`src/rtl/store_buffer_pkg.sv`:
```
// Shared types for the store buffer: memory access size, bus command and
// the buffered store entry.
package store_buffer_pkg;

   localparam int XLEN = 32;

   typedef enum logic [1:0] {
      BYTE = 2'd0,
      HALF = 2'd1,
      WORD = 2'd2
   } MEM_SIZE;

   typedef enum logic [1:0] {
      BUS_NONE  = 2'd0,
      BUS_LOAD  = 2'd1,
      BUS_STORE = 2'd2
   } BUS_COMMAND;

   typedef struct packed {
      logic [XLEN-1:0] addr;
      logic [XLEN-1:0] data;
      MEM_SIZE         size;
   } SB_ENTRY;

   // Two addresses fall in the same naturally aligned 32-bit word.
   function automatic logic same_word(input logic [XLEN-1:0] a,
                                      input logic [XLEN-1:0] b);
      return a[XLEN-1:2] == b[XLEN-1:2];
   endfunction

endpackage

```
`src/rtl/store_buffer_cam.sv`:
```
// Load forwarding search over the occupied store buffer entries; the
// youngest entry in the same word decides between a forward and a stall.
module store_buffer_cam
   import store_buffer_pkg::*;
#(
   parameter int DEPTH = 4
) (
   input  SB_ENTRY                  entries [DEPTH],
   input  logic [$clog2(DEPTH)-1:0] head,
   input  logic [$clog2(DEPTH):0]   count,
   input  logic [XLEN-1:0]          ld_addr,
   input  logic [1:0]               ld_size,
   output logic                     ld_hit,
   output logic                     ld_conflict,
   output logic [XLEN-1:0]          ld_data
);

   localparam int PTR_W = $clog2(DEPTH);
   localparam int CNT_W = PTR_W + 1;

   logic [PTR_W-1:0] idx;
   logic             found;
   logic             exact;
   logic [XLEN-1:0]  fwd_data;

   always_comb begin
      // NOTE: every combinational output gets a default before the loop so no
      // path leaves a variable unassigned, which would infer a latch.
      idx      = '0;
      found    = 1'b0;
      exact    = 1'b0;
      fwd_data = '0;
      // Walk oldest to youngest so the last match is the youngest one.
      for (int k = 0; k < DEPTH; k++) begin
         idx = head + PTR_W'(k);
         if ((CNT_W'(k) < count) && same_word(entries[idx].addr, ld_addr)) begin
            found    = 1'b1;
            exact    = (entries[idx].addr == ld_addr) && (entries[idx].size == WORD)
                       && (ld_size == WORD);
            fwd_data = entries[idx].data;
         end
      end
      ld_hit      = found && exact;
      ld_conflict = found && !exact;
      ld_data     = (found && exact) ? fwd_data : '0;
   end

endmodule

```
`src/rtl/store_buffer.sv`:
```
// Circular FIFO of pending stores draining to Dmem from the head entry.
// Load forwarding is built only when STORE_BUF_FWD_EN is defined.
module store_buffer
   import store_buffer_pkg::*;
#(
   parameter int DEPTH = 4
) (
   input  logic                   clock,
   input  logic                   reset,
   input  logic                   st_req,
   input  logic [XLEN-1:0]        st_addr,
   input  logic [XLEN-1:0]        st_data,
   input  logic [1:0]             st_size,
   output logic                   st_ack,
   output logic                   dmem_req,
   output logic [XLEN-1:0]        dmem_addr,
   output logic [XLEN-1:0]        dmem_data,
   output logic [1:0]             dmem_size,
   output BUS_COMMAND             dmem_command,
   input  logic                   dmem_grant,
   output logic [$clog2(DEPTH):0] count,
   output logic                   full,
   output logic                   empty,
   input  logic [XLEN-1:0]        ld_addr,
   input  logic [1:0]             ld_size,
   output logic                   ld_hit,
   output logic                   ld_conflict,
   output logic [XLEN-1:0]        ld_data
);

   localparam int PTR_W = $clog2(DEPTH);
   localparam int CNT_W = PTR_W + 1;
   localparam logic [PTR_W-1:0] PTR_ONE = 1;
   localparam logic [CNT_W-1:0] CNT_ONE = 1;

   SB_ENTRY          entries [DEPTH];
   logic [PTR_W-1:0] head;
   logic [PTR_W-1:0] tail;
   logic             push;
   logic             pop;

   assign full  = (count == CNT_W'(DEPTH));
   assign empty = (count == '0);

   // A pop this cycle deliberately does not open a slot for a new store.
   assign st_ack = st_req && !full && !reset;
   assign push   = st_ack;
   assign pop    = !empty && dmem_grant;

   always_ff @(posedge clock) begin
      if (reset) begin
         head  <= '0;
         tail  <= '0;
         count <= '0;
      end else begin
         if (push) tail <= tail + PTR_ONE;
         if (pop)  head <= head + PTR_ONE;
         case ({push, pop})
            2'b10:   count <= count + CNT_ONE;
            2'b01:   count <= count - CNT_ONE;
            default: count <= count;
         endcase
      end
   end

   // NOTE: entry storage has no reset; occupancy is defined by head/count
   // alone, so stale contents are never observed.
   always_ff @(posedge clock) begin
      if (push) entries[tail] <= '{addr: st_addr, data: st_data, size: MEM_SIZE'(st_size)};
   end

   assign dmem_req     = !empty;
   assign dmem_addr    = entries[head].addr;
   assign dmem_data    = entries[head].data;
   assign dmem_size    = entries[head].size;
   assign dmem_command = dmem_req ? BUS_STORE : BUS_NONE;

`ifdef STORE_BUF_FWD_EN
   store_buffer_cam #(
      .DEPTH(DEPTH)
   ) u_cam (
      .entries    (entries),
      .head       (head),
      .count      (count),
      .ld_addr    (ld_addr),
      .ld_size    (ld_size),
      .ld_hit     (ld_hit),
      .ld_conflict(ld_conflict),
      .ld_data    (ld_data)
   );
`else
   // Without forwarding, any buffered store stalls every load.
   logic unused_ld;
   assign unused_ld   = ^{ld_addr, ld_size};
   assign ld_hit      = 1'b0;
   assign ld_conflict = !empty;
   assign ld_data     = '0;
`endif

endmodule

```
`config.mk`:
```
export PLATFORM = sky130hd
export DESIGN_NAME = store_buffer
export DESIGN_NICKNAME = d
export VERILOG_FILES = /design/src/rtl/store_buffer_pkg.sv /design/src/rtl/store_buffer_cam.sv /design/src/rtl/store_buffer.sv
export SDC_FILE = /design/constraint.sdc
export NUM_CORES = 1
export LEC_CHECK = 0
export ABC_AREA = 1
export CAP_MARGIN = 20
export CORE_ASPECT_RATIO = 1.1
export CORE_MARGIN = 4
export CORE_UTILIZATION = 45
export DETAILED_ROUTE_END_ITERATION = 7
export PLACE_DENSITY = 0.71
export SLEW_MARGIN = 20
export SYNTH_ARGS = -nofsm -noshare
export SYNTH_HDL_FRONTEND = slang
export SYNTH_HIERARCHICAL = 1
export SYNTH_SLANG_ARGS = --single-unit
```
`constraint.sdc`:
```
create_clock -name clock -period 4.69 [get_ports clock]
set_input_delay 0.7035 -clock clock [delete_from_list [all_inputs] [get_ports clock]]
set_output_delay 0.7035 -clock clock [all_outputs]
set_load 0.05 [all_outputs]
```
==> flow_summary.toml, run 1 <==
[synthesis]
synth_xor_xnor_area_share_pct = 0
synthAdderAreaFrac_pct = 0.741
netlist_area_sq_mm = 0.0112
async_flop_share_pct = 0
synth_top_area_cell = "edfxtp_1"
yosys.area.top_type_share_pct = 71.1
syn-instance-count = 748
synth_common_cells = "edfxtp_1 (264), o21ai_0 (120), nor2_1 (97)"
yosysWarnings = 6
ys_ff_latch = 273
synth-edff-count = 264
synth_compound_area_share_pct = 12.3
synthMuxAreaShare_pct = 0
netlist_top_cells_area = "edfxtp_1 (71%), o21ai_0 (5.4%), o22ai_2 (4.5%)"
synth_seq_area_share_pct = 72.7
ys.flop_type = "edfxtp_1"
synth_simple_gate_area_share_pct = 8.45
ys_types = 24
syn_area_per_cell_sq_um = 14.9
synth_top_family_by_area = "compound AO/OA/AOI/OAI gates"
yosys.cell_count.top_type = "edfxtp_1"

[setup_path]
path_class = "reg2out"
cpPeakStageDelay_ns = 0.85
end_kind = "output port"
worst-endpoint-required_ns = 3.99
cpMaxStageDelayCell = "clkdlybuf4s50_1"
path_max_fanout = 88
arrival_ns = 3.47
path_cells = "buf_4 -> o21ai_0 -> o22ai_1 -> clkdlybuf4s50_1"
cp-start-kind = "flop"

[floorplanning]
die_w_um = 158
io_pins = 213
core_sq_mm = 0.0244
start_util_pct = 45.7
die-area_sq_mm = 0.0274
rows = 60
die_y_um = 173

[sta]
rsz0062_at_grt = "no"
setup_viol = 0
slew_headroom_pct = 38.2
hold_violations = 0
fin_hold_ws_ns = 0.510
maxSlewViolCount = 0
fmax_mhz = 240
finalCriticalPeriod_ns = 4.17
fin_worst_skew_ns = 0.00858
timing.final.crit_share_pct = 89.0
worst_pin_slew_ns = 0.927
tns_ns = 0
fin_ws_ns = 0.518

[pwr]
p_sw_share_pct = 36.0
p_leak_nw = 4.57
switchingPower_w = 0.00290
seqPwrFrac_pct = 36.1
clock_power_share_pct = 29.6
p_int_w = 0.00515
report.power.total_w = 0.00805
combPwrFrac_pct = 34.3
powerDensity_mw_per_mm2 = 587
peakVddDrop_uv = 681

[place]
dp_slack_ns = 1.08
dpl.cell_count = 1172
gp_congestion = 0.750
numPortBuffers = 144
hpwl_um = 12300

[detailed_routing]
drt_iter0_markers = 272
avgViaCountPerCell = 5.15
antenna_left = 0
wirelength_um = 22000
firstDrtPassIters = 6
route.detailed.drc = 0
post_drt_wl_per_cell_um = 18.0
vias = 6299

[clocking]
tritoncts = "done"
cts_resized = 0
clkTransAtPathRegs_ns = 0.06
clockBufferDepth = 3
clock_sinks = 273
postCtsSetupBuffers = 0
cts_buffers = 27
h-tree-depth = 1
cts-hold-fix-buffers = 0
cts_root_buf = "clkbuf_16"
worstSkewPairLatency_ns = 0.53

[cells_and_area]
fin_nets = 1001
finalNonFillerCells = 1222
final_layout_size_suffix_gt1_share_pct = 17.3
syn_to_final_growth_pct = 23.1
diodes = 0

[run_status]
outcome = "completed"

[worst_hold_path]
hold_class = "reg2reg"

[global_route]
grt_pass1_wl_um = 34000
grt_usage_pct = 15.7
antenna_found_initial = 1
grt_pass1_vias = 6311
grt_max_degree = 89
grt-ovfl-total = 0

[job]
cap_violations = 0
## worst max-delay path: cells and delay by family, from the launching register on
| family | cells | cell delay (ns) |
|---|---|---|
| buffers and inverters | 2 | 1.57 |
| flip-flops | 1 | 0.67 |
| AO/OA/AOI/OAI | 2 | 0.53 |
## final cells by class
| class | instances | area, sq um |
|---|---|---|
| repair buffers | 159 | 1590 |
| well taps | 310 | 388 |
| flip-flops and latches | 273 | 8110 |
| fillers | 1929 | 10700 |
| multi-input cells | 409 | 2550 |
| clock buffers | 30 | 687 |
| clock inverters | 20 | 312 |
| inverters | 21 | 83.8 |
## placed cells by master (no fill, tap or decap), types with 2 or more instances in the layout
| cell | instances |
|---|---|
| edfxtp_1 | 264 |
| clkdlybuf4s50_1 | 144 |
| o21ai_0 | 120 |
| nor2_1 | 93 |
| nor2_4 | 44 |
| o22ai_2 | 40 |
| conb_1 | 34 |
| clkbuf_16 | 27 |
| o22ai_1 | 26 |
| inv_1 | 19 |
| nand2_1 | 16 |
| buf_4 | 12 |
| o21ai_1 | 10 |
| bufinv_16 | 8 |
| dfxtp_1 | 7 |
| nand3_1 | 6 |
| nor2_2 | 6 |
| clkinv_2 | 6 |
| ha_1 | 5 |
| o21ai_2 | 4 |
| a21oi_1 | 4 |
| clkbuf_1 | 3 |
| buf_12 | 3 |
| inv_6 | 2 |
| clkinv_1 | 2 |
| clkinv_4 | 2 |
## registers in the layout (all words and copies together), names as in the netlist, named ones only
name and flops:
count 3, entries 264, head 2, tail 2
## through the flow
stage	utilization [%]	cell area (sq um)
after floorplan	-	11300
after global placement	52.2	12700
after detailed placement	52.2	12700
after CTS	56.3	13700
after global routing	56.3	13700
final	56.3	13700
## path summary, 6_finish.rpt
| kind | from | end | slack [ns] | cells after the start |
|---|---|---|---|---|
| worst max register to register | count[1]$_SDFFE_PP0P_ | entries[0][11]$_DFFE_PP_ | 2.37 | 5 |
| worst min-delay path | tail[1]$_SDFFE_PP0P_ | tail[1]$_SDFFE_PP0P_ | 0.51 | 2 |
| worst min register to register | tail[1]$_SDFFE_PP0P_ | tail[1]$_SDFFE_PP0P_ | 0.51 | 2 |
| worst max-delay path | flop | dmem_addr[24] | 0.52 | 4 |
## power groups by stage
stage / Combinational (W) / Sequential, W / Clock (W)
5_1_grt: 0.00293 / 0.00292 / 0.00254
3_5_place_dp: 0.00278 / 0.00296 / 0
2_1_floorplan: 0.00203 / 0.00294 / 0
3_3_place_gp: 0.00276 / 0.00296 / 0
6_report: 0.00276 / 0.00291 / 0.00239
4_1_cts: 0.00279 / 0.00291 / 0.00244
## routing by layer
layer | global-route usage [%] | share of wire [%]
met5 | 0 | 0.059
met2 | 27.5 | 51
met1 | 19.7 | 41
met3 | 3.65 | 6.4
met4 | 3.55 | 1.9
## logic make-up after synthesis
family                   Yosys count
AO/OA/AOI/OAI                    204
adder cells (fa/ha/maj)            6
buffers and inverters             99
flip-flops                       273
other                              1
AND/OR/NAND/NOR                  165
No activity file was read; power rests on OpenSTA's default activity.
==> run 2, diff against run 1 <==
- ABC_CLOCK_PERIOD_IN_PS: not set -> 4690
- CTS_CLUSTER_DIAMETER: not set -> 100
==> results of run 2 <==
Final layout, timing and power as in run 1 (identical DEF).
